### src/rtl/sha_sched_pkg.sv
// Shared types for the SHA job scheduler: FSM state encoding and the job
// descriptor that travels through the job FIFO.
package sha_sched_pkg;

    localparam int TAG_W  = 4;
    localparam int ADDR_W = 16;

    typedef enum logic [2:0] {
        ST_RECOVER,
        ST_IDLE,
        ST_LAUNCH,
        ST_RUN,
        ST_CPL
    } sched_state_t;

    typedef struct packed {
        logic [ADDR_W-1:0] msg_addr;
        logic [ADDR_W-1:0] out_addr;
        logic [TAG_W-1:0]  tag;
    } sha_job_t;

endpackage

### src/rtl/sha_job_fifo.sv
// Small synchronous FIFO of job descriptors. The head entry is presented
// combinationally so the scheduler can latch it on the same edge it pops.
module sha_job_fifo
    import sha_sched_pkg::*;
#(
    parameter int DEPTH = 4
) (
    input  logic                   clk,
    input  logic                   reset_n,
    input  logic                   i_push,
    input  sha_job_t               i_wdata,
    input  logic                   i_pop,
    output sha_job_t               o_rdata,
    output logic                   o_full,
    output logic                   o_empty,
    output logic [$clog2(DEPTH):0] o_count
);

    localparam int AW = $clog2(DEPTH);

    sha_job_t       r_mem [DEPTH];
    logic [AW-1:0]  r_wr_ptr;
    logic [AW-1:0]  r_rd_ptr;
    logic [AW:0]    r_count;
    logic           w_push;
    logic           w_pop;

    assign w_push  = i_push && !o_full;
    assign w_pop   = i_pop && !o_empty;
    assign o_full  = (r_count == (AW+1)'(DEPTH));
    assign o_empty = (r_count == '0);
    assign o_count = r_count;
    assign o_rdata = r_mem[r_rd_ptr];

    // Pointer and occupancy bookkeeping; pointers wrap naturally at DEPTH.
    always_ff @(posedge clk) begin
        if (!reset_n) begin
            r_wr_ptr <= '0;
            r_rd_ptr <= '0;
            r_count  <= '0;
        end else begin
            if (w_push) r_wr_ptr <= r_wr_ptr + 1'b1;
            if (w_pop)  r_rd_ptr <= r_rd_ptr + 1'b1;
            case ({w_push, w_pop})
                2'b10:   r_count <= r_count + 1'b1;
                2'b01:   r_count <= r_count - 1'b1;
                default: r_count <= r_count;
            endcase
        end
    end

    // Descriptor storage; contents need no reset because occupancy gates reads.
    always_ff @(posedge clk) begin
        if (w_push) r_mem[r_wr_ptr] <= i_wdata;
    end

endmodule

### src/rtl/sha_job_scheduler.sv
// Sequences queued hash jobs onto a single SHA core: launch with a start
// pulse, wait for done or timeout, report a tagged completion, then hold the
// core in reset for a few cycles so it is back in its idle state.
module sha_job_scheduler
    import sha_sched_pkg::*;
#(
    parameter int FIFO_DEPTH     = 4,
    parameter int TAG_W          = sha_sched_pkg::TAG_W,
    parameter int TIMEOUT_CYCLES = 1023,
    parameter int RESET_CYCLES   = 2
) (
    input  logic             clk,
    input  logic             reset_n,
    input  logic             job_valid,
    output logic             job_ready,
    input  logic [15:0]      job_msg_addr,
    input  logic [15:0]      job_out_addr,
    input  logic [TAG_W-1:0] job_tag,
    output logic             core_start,
    output logic [15:0]      core_message_addr,
    output logic [15:0]      core_output_addr,
    input  logic             core_done,
    output logic             core_reset_n,
    output logic             cpl_valid,
    input  logic             cpl_ready,
    output logic [TAG_W-1:0] cpl_tag,
    output logic             cpl_timeout,
    output logic             busy,
    output logic [15:0]      jobs_done
);

    localparam int TMR_W = $clog2(TIMEOUT_CYCLES);
    localparam int RST_W = $clog2(RESET_CYCLES + 1);
    localparam int CNT_W = $clog2(FIFO_DEPTH) + 1;
    localparam logic [TMR_W-1:0] TMR_LAST = TMR_W'(TIMEOUT_CYCLES - 1);
    localparam logic [RST_W-1:0] RST_LAST = RST_W'(RESET_CYCLES - 1);

    sched_state_t     r_state;
    logic [RST_W-1:0] r_rst_cnt;
    logic [TMR_W-1:0] r_timer;
    logic             r_core_reset_n;
    logic             r_core_start;
    logic [15:0]      r_core_msg;
    logic [15:0]      r_core_out;
    logic [TAG_W-1:0] r_job_tag;
    logic             r_cpl_valid;
    logic [TAG_W-1:0] r_cpl_tag;
    logic             r_cpl_timeout;
    logic [15:0]      r_jobs_done;

    sha_job_t         w_push_job;
    sha_job_t         w_head;
    logic             w_push;
    logic             w_pop;
    logic             w_fifo_full;
    logic             w_fifo_empty;
    logic [CNT_W-1:0] w_fifo_count;

    // Ready depends only on pre-edge occupancy, so a full FIFO refuses a push
    // even when the scheduler pops on the same edge.
    assign job_ready  = !w_fifo_full;
    assign w_push     = job_valid && job_ready;
    assign w_pop      = (r_state == ST_IDLE) && !w_fifo_empty;
    assign w_push_job = '{msg_addr: job_msg_addr, out_addr: job_out_addr, tag: job_tag};

    sha_job_fifo #(
        .DEPTH (FIFO_DEPTH)
    ) u_fifo (
        .clk     (clk),
        .reset_n (reset_n),
        .i_push  (w_push),
        .i_wdata (w_push_job),
        .i_pop   (w_pop),
        .o_rdata (w_head),
        .o_full  (w_fifo_full),
        .o_empty (w_fifo_empty),
        .o_count (w_fifo_count)
    );

    // Scheduler FSM with timer, core reset pulse, completion and success counter.
    always_ff @(posedge clk) begin
        if (!reset_n) begin
            r_state        <= ST_RECOVER;
            r_rst_cnt      <= '0;
            r_timer        <= '0;
            r_core_reset_n <= 1'b0;
            r_core_start   <= 1'b0;
            r_core_msg     <= '0;
            r_core_out     <= '0;
            r_job_tag      <= '0;
            r_cpl_valid    <= 1'b0;
            r_cpl_tag      <= '0;
            r_cpl_timeout  <= 1'b0;
            r_jobs_done    <= '0;
        end else begin
            case (r_state)
                ST_RECOVER: begin
                    if (r_rst_cnt == RST_LAST) begin
                        r_core_reset_n <= 1'b1;
                        r_state        <= ST_IDLE;
                    end else begin
                        r_rst_cnt <= r_rst_cnt + 1'b1;
                    end
                end
                ST_IDLE: begin
                    if (!w_fifo_empty) begin
                        r_core_msg   <= w_head.msg_addr;
                        r_core_out   <= w_head.out_addr;
                        r_job_tag    <= w_head.tag;
                        r_core_start <= 1'b1;
                        r_state      <= ST_LAUNCH;
                    end
                end
                ST_LAUNCH: begin
                    r_core_start <= 1'b0;
                    r_timer      <= '0;
                    r_state      <= ST_RUN;
                end
                ST_RUN: begin
                    // Done takes priority over an expiry on the same cycle.
                    if (core_done) begin
                        r_cpl_valid   <= 1'b1;
                        r_cpl_timeout <= 1'b0;
                        r_cpl_tag     <= r_job_tag;
                        r_state       <= ST_CPL;
                    end else if (r_timer == TMR_LAST) begin
                        r_cpl_valid   <= 1'b1;
                        r_cpl_timeout <= 1'b1;
                        r_cpl_tag     <= r_job_tag;
                        r_state       <= ST_CPL;
                    end else begin
                        r_timer <= r_timer + 1'b1;
                    end
                end
                ST_CPL: begin
                    if (cpl_ready) begin
                        r_cpl_valid    <= 1'b0;
                        r_core_reset_n <= 1'b0;
                        r_rst_cnt      <= '0;
                        r_state        <= ST_RECOVER;
                        if (!r_cpl_timeout) r_jobs_done <= r_jobs_done + 1'b1;
                    end
                end
                default: r_state <= ST_RECOVER;
            endcase
        end
    end

    assign core_start        = r_core_start;
    assign core_message_addr = r_core_msg;
    assign core_output_addr  = r_core_out;
    assign core_reset_n      = r_core_reset_n;
    assign cpl_valid         = r_cpl_valid;
    assign cpl_tag           = r_cpl_tag;
    assign cpl_timeout       = r_cpl_timeout;
    assign jobs_done         = r_jobs_done;
    assign busy              = (r_state != ST_IDLE) || (w_fifo_count != '0);

endmodule

### config.mk
export PLATFORM = sky130hd
export DESIGN_NAME = sha_job_scheduler
export DESIGN_NICKNAME = d
export VERILOG_FILES = /design/src/rtl/sha_sched_pkg.sv /design/src/rtl/sha_job_fifo.sv /design/src/rtl/sha_job_scheduler.sv
export SDC_FILE = /design/constraint.sdc
export NUM_CORES = 1
export LEC_CHECK = 0
export CAP_MARGIN = 0
export CORE_MARGIN = 10
export CORE_UTILIZATION = 56
export CTS_CLUSTER_SIZE = 30
export DETAILED_ROUTE_END_ITERATION = 16
export PLACE_DENSITY = 0.78
export SETUP_SLACK_MARGIN = 0.15
export SKIP_CTS_REPAIR_TIMING = 1
export SLEW_MARGIN = 20
export SYNTH_ARGS = -nofsm -noshare
export SYNTH_HDL_FRONTEND = slang
export SYNTH_HIERARCHICAL = 1
export SYNTH_SLANG_ARGS = --single-unit
export TNS_END_PERCENT = 100
### constraint.sdc
create_clock -name clk -period 3 [get_ports clk]
set_input_delay 0.6 -clock clk [delete_from_list [all_inputs] [get_ports clk]]
set_output_delay 0.6 -clock clk [all_outputs]
set_load 0.02 [all_outputs]
# Word-level counts from Yosys, hierarchy flattened
# Memories as Yosys holds them, arrays and structs flattened. A register that Yosys moved wholly into a read port is not among the register bits.
# Index checks and enable logic that the tools add are counted.
[totals] inputBits=41 ram_bits=144 reg_bits=46 n_memories=1 elab_cells=91
[op_classes] reduce_logical=26 bitwise=2 n_eq_ne=17 addsub=7 mux=26
[mem_list] memory="u_fifo.r_mem" depth=4 word_bits=36 rd=1 rd_ports_with_merged_regs=1 wr=1 line="sha_job_fifo.sv:21" rtl="sha_job_t r_mem [DEPTH];"
[ops] operator="$mux W10" count=2
[ops] operator="$pmux W10 S2" count=1
[ops] operator="$add A16 B1 Y16 const B" count=1
[ops] operator="$mux W3" count=5
[ops] operator="$pmux W3 S5" count=1
[ops] operator="$reduce_and A3 Y1" count=5
[ops] operator="$ne A2 B2 Y1 const B" count=6
[ops] operator="$reduce_bool A2 Y1" count=6
[ops] operator="$add A10 B1 Y10 const B" count=1
[ops] operator="$eq A10 B10 Y1 const B" count=1
[ops] operator="$mux W1" count=8
[ops] operator="$mux W4" count=2
[ops] operator="$add A2 B1 Y2 const B" count=3
[ops] operator="$eq A3 B2 Y1 const B" count=2
[ops] operator="$eq A3 B3 Y1 const B" count=2
[ops] operator="$logic_not A3 Y1" count=2
[ops] operator="$pmux W1 S2" count=3
[ops] operator="$pmux W3 S2" count=1
[ops] operator="$reduce_and A2 Y1" count=3
[ops] operator="$eq A2 B1 Y1 const B" count=2
[ops] operator="$logic_and A1 B1 Y1" count=4
[ops] operator="$mux W2" count=2
[ops] operator="$pmux W2 S2" count=1
[ops] operator="$reduce_and A4 Y1" count=1
[ops] operator="other kinds (10)" count=13

# Depth between registers and ports, before layout
[depth] ltp_word=6 ltp_mapped=13 depth_no_buf=10

# Hierarchy
# Netlist, hierarchy kept.
[by_module_without_submodules] module="sha_job_fifo" area_each_um2=5720.5 cells_per_inst=242 seq_area_each_um2=4504.3 instances=1
[by_module_without_submodules] module="sha_job_scheduler" area_each_um2=3308.2 cells_per_inst=400 seq_area_each_um2=1501.4 instances=1

# Worst setup path after synthesis
# No wires, ideal clock.
[synth_timing] path_kind="register -> register" start="reg r_state[0]" end="reg u_fifo.r_count[2], in the netlist u_fifo/o_count[2]" required_ps=2930 stages_incl_launch_ff=14 n_path_buf=3 period_less_slack_ps=2719 t_arrival_ps=2649 path_slack_ps=281 cell_sequence="dfxtp_1 > buf_4 > or3b_1 > or2_1 > buf_6 > clkinv_4 > buf_6 > nor2b_1 > ha_1 > inv_1 > fa_1 > xor2_1 > or3_1 > a21boi_1"
[synth_between] elab_chain_len=5 elab_cells_between_ends=7 classes_between="3 x eq/ne; 1 x mux; 3 x reduce/logical"
[synth_rtl] item="start, declared" line="sha_job_scheduler.sv:38" rtl="sched_state_t r_state;"
[synth_rtl] item="start signal, assigned" line="sha_job_scheduler.sv:83" rtl="r_state <= ST_RECOVER;"
[synth_rtl] item="start signal, assigned" line="sha_job_scheduler.sv:100" rtl="r_state <= ST_IDLE;"
[synth_rtl] item="start signal, assigned" line="sha_job_scheduler.sv:111" rtl="r_state <= ST_LAUNCH;"
[synth_rtl] item="$eq A3 B1 Y1 (*)" line="sha_job_scheduler.sv:63" rtl="assign w_pop = (r_state == ST_IDLE) && !w_fifo_empty;"
[synth_rtl] item="$logic_and A1 B1 Y1 (*)" line="sha_job_scheduler.sv:63"
[synth_rtl] item="via w_pop" line="sha_job_scheduler.sv:54" rtl="logic w_pop;"
[synth_rtl] item="$logic_and A1 B1 Y1 (*)" line="sha_job_fifo.sv:29" rtl="assign w_pop = i_pop && !o_empty;"
[synth_rtl] item="via u_fifo.w_pop" line="sha_job_fifo.sv:26" rtl="logic w_pop;"
[synth_rtl] item="$eq A2 B1 Y1 / $eq A2 B2 Y1 (equally long branches)" line="sha_job_fifo.sv:44" rtl="case ({w_push, w_pop})"
[synth_rtl] item="$pmux W3 S2 / $reduce_bool A2 Y1 (equally long branches)"
[synth_rtl] item="end signal, assigned" line="sha_job_fifo.sv:45" rtl="2'b10: r_count <= r_count + 1'b1;"
[synth_rtl] item="end signal, assigned" line="sha_job_fifo.sv:46" rtl="2'b01: r_count <= r_count - 1'b1;"
[synth_rtl] item="end signal, assigned" line="sha_job_fifo.sv:47" rtl="default: r_count <= r_count;"
[synth_rtl] item="end, declared" line="sha_job_fifo.sv:24" rtl="logic [AW:0] r_count;"
# Mark *: on every way through the listed nets, which the timed path passes. The rest lies on a longest branch.
# A chain may end at the register's enable or synchronous reset.

# Worst setup path in the final report
[layout_timing] start="reg r_state[2]" end="out busy"
[layout_between] elab_chain_len=2
[layout_rtl] item="$ne A3 B1 Y1" line="sha_job_scheduler.sv:157" rtl="assign busy = (r_state != ST_IDLE) || (w_fifo_count != '0);"
[layout_rtl] item="$logic_or A1 B1 Y1" line="sha_job_scheduler.sv:157"
[layout_rtl] item="end, declared" line="sha_job_scheduler.sv:28" rtl="output logic busy,"
# No other way between the ends.

==> reports/qor.txt <==
fmax - 0.363 GHz
CTS Buf Count - 23
Worst Setup EP - busy
Seq/Total Area, Yosys - 66.5%
power density cells - 717 mW/mm2
Syn Inst Count - 642
DR vias/cell - 5.73
path type of the worst setup path - flop to output port
Routed Wire Length - 19000 um
Critical Path End Type - output port
Slew Viols, Final - 0
Initial Util - 57.0%
main area contributors after synthesis - edfxtp_1 48%, dfxtp_1 19%, mux4_2 9.0%
Main synth FF type - edfxtp_1
Crit path depth - 3
most common cell in the netlist - edfxtp_1
initial antenna violation count - 0
first-pass GRT wire length - 30500 um
maximum VDD drop - 0.500 mV
Worst Tran Pin Value - 945 ps
commonest cells in the netlist - 144 x edfxtp_1, 103 x nand2_1, 84 x dfxtp_1
CP arrival - 2150 ps
Leak - 3.58 nW
initial DRC count - 352
Yosys cell types - 62
Final min period - 2750 ps
vias in the first global route - 5808
Final Skew - 16.6 ps
Routed Antenna Nets - 0
Rows - 46
Syn Std Cell Area - 0.00903 mm2
Final nets - 798
final worst-path cycle share - 91.8%
crit-path leading delay family - simple AND/OR/NAND/NOR gates
Max clock buf depth - 3
first-pass iteration count of the detailed router - 5
worst r2r path cells - 10
clock sink total - 228
Max Cap Violations - 0
status - finished clean
Hold Vio Cnt, Final - 0
Crit path buffers/inverters - 1
largest net degree at the start of global routing - 39
WP data required - 2400 ps
Synth area leader - edfxtp_1
cell breakdown of the critical path - or3b_1 -> or4_1 -> clkdlybuf4s50_1
Post-synth EDFFs - 144
Slew headroom - 37.0%
die width - 147 um
# DRC - 0
# diodes - 0
area delta synth->final - 21.4%
RSZ-0062 raised after global routing - no
post-DP HPWL - 12100 um
# setup viols final - 0
CP max-delay cell - clkdlybuf4s50_1
Syn Area/Cell - 14.1 um2
IO Port Bufs - 98
Clock Latency Late Sink - 510 ps
fillcell total - 1024
Async SR Flop Fraction - 0%
crit path launch type - flop
Crit Reg-Reg Startpoint - r_state[2]$_SDFFE_PN0P_
wire length per cell - 19.4 um
crit path from - r_state[2]$_SDFFE_PN0P_
Total GRT Usage - 17.1%
Hold Slack - 457 ps
Synthesized Nets - 693
post-synthesis register bit count - 228
Synth warnings - 6
ratio of cells with drive above 1 in the final layout - 13.2%
R2R Setup Slk - 400 ps
CP Max Fanout - 2
CTS tree - built
Core ar. - 0.0158 mm2
GR Overflow Total - 0
setup TNS - 0 ps
clock-pin slew on the worst setup and hold paths - 60 ps
CTS Root Cell - clkbuf_16
Critical Path Max Stage Delay - 560 ps
via count - 5620
Synth top area share - 47.9%
H-tree depth - 1
# IOs - 99
Chip Height - 147 um
Worst R2R End - u_fifo/o_count[2]$_SDFFE_PN0P_
routability cong. - 0.847
min-delay worst type - flop to flop
Die ar. - 0.0216 mm2
[cells in the final DEF, fill, tap and decap left out, drive strengths merged, types with 7 or more instances in the layout]
master / count
inv: 16
dfxtp: 84
buf: 18
edfxtp: 144
clkbuf: 36
nand3: 10
and2: 8
o21ai: 11
mux4: 36
or3: 7
nand2b: 8
ha: 9
a21oi: 43
mux2i: 13
nand2: 103
nor3: 12
nor2: 21
clkdlybuf4s50: 98
[registers in the layout, indices dropped and copies added (netlist names), named ones only]
name / flops
u_fifo/r_rd_ptr: 2
cpl_valid: 1
r_state: 3
r_timer: 10
core_output_addr: 16
r_job_tag: 4
cpl_timeout: 1
core_message_addr: 16
cpl_tag: 4
jobs_done: 16
u_fifo/r_wr_ptr: 2
u_fifo/o_count: 3
r_rst_cnt: 2
core_reset_n: 1
core_start: 1
u_fifo/r_mem: 144
[cell type report]
cell class	count	area, um2	share of cell area (%)
sequential	228	6010	54.8
multi-input combinational	362	2730	24.9
inverter	16	65.1	0.594
timing repair buffer	116	1170	10.6
clock inverter	6	92.6	0.845
tap	216	270	2.47
clock buffer	36	634	5.79
[kinds of logic after synthesis]
family	count (synthesis)	synth area share, %
flops	228	66.5
buf+inv	52	3.35
mux	49	10.4
xor+xnor	11	1.07
fa+ha+maj	10	1.47
compound gates	85	5.85
simple gates	207	11.3
[worst min-delay path by stage]
stage | start | endpoint | slack (ps) | depth (start not counted)
finish | core_output_addr[2]$_SDFFE_PN0P_ | core_output_addr[2]$_SDFFE_PN0P_ | 460 | 2
detailed placement | core_message_addr[7]$_SDFFE_PN0P_ | core_message_addr[7]$_SDFFE_PN0P_ | 450 | 2
global route | core_output_addr[2]$_SDFFE_PN0P_ | core_output_addr[2]$_SDFFE_PN0P_ | 470 | 2
floorplan | r_job_tag[0]$_SDFFE_PN0P_ | r_job_tag[0]$_SDFFE_PN0P_ | 440 | 2
global placement | core_output_addr[7]$_SDFFE_PN0P_ | core_output_addr[7]$_SDFFE_PN0P_ | 450 | 2
CTS | core_output_addr[2]$_SDFFE_PN0P_ | core_output_addr[2]$_SDFFE_PN0P_ | 460 | 2
[tightest hold or removal path, delay by kind of cell (launching register included)]
kind,cells,cell delay [ps]
simple gates,1,50
compound gates,1,50
flops,1,310
[metrics by stage]
step	util, %	instances	cell area, um2	setup WS (ps)	power [mW]
after floorplan	-	642	9030	281	4.66
after global placement	64.7	938	10200	440	5.07
after detailed placement	64.7	938	10200	383	5.14
after CTS	69.3	980	11000	208	7.92
after global routing	69.3	980	11000	178	8.17
final	69.3	980	11000	246	7.86
[routing by layer]
metal  routed length (um)  vias up  GRT usage, %
li1                     -     2595             -
met2                 9850      176          30.0
met3                 1120       23          3.99
met1                 7760     2826          21.3
met5                    0        -             0
met4                  281        0          3.47
[power breakdown]
group | switching [mW] | internal [mW]
sequential | 0.129 | 3.60
combinational | 0.751 | 0.595
clock | 1.15 | 1.63
total | 2.03 | 5.83
Note: power is estimated with default switching activity, not from simulation.
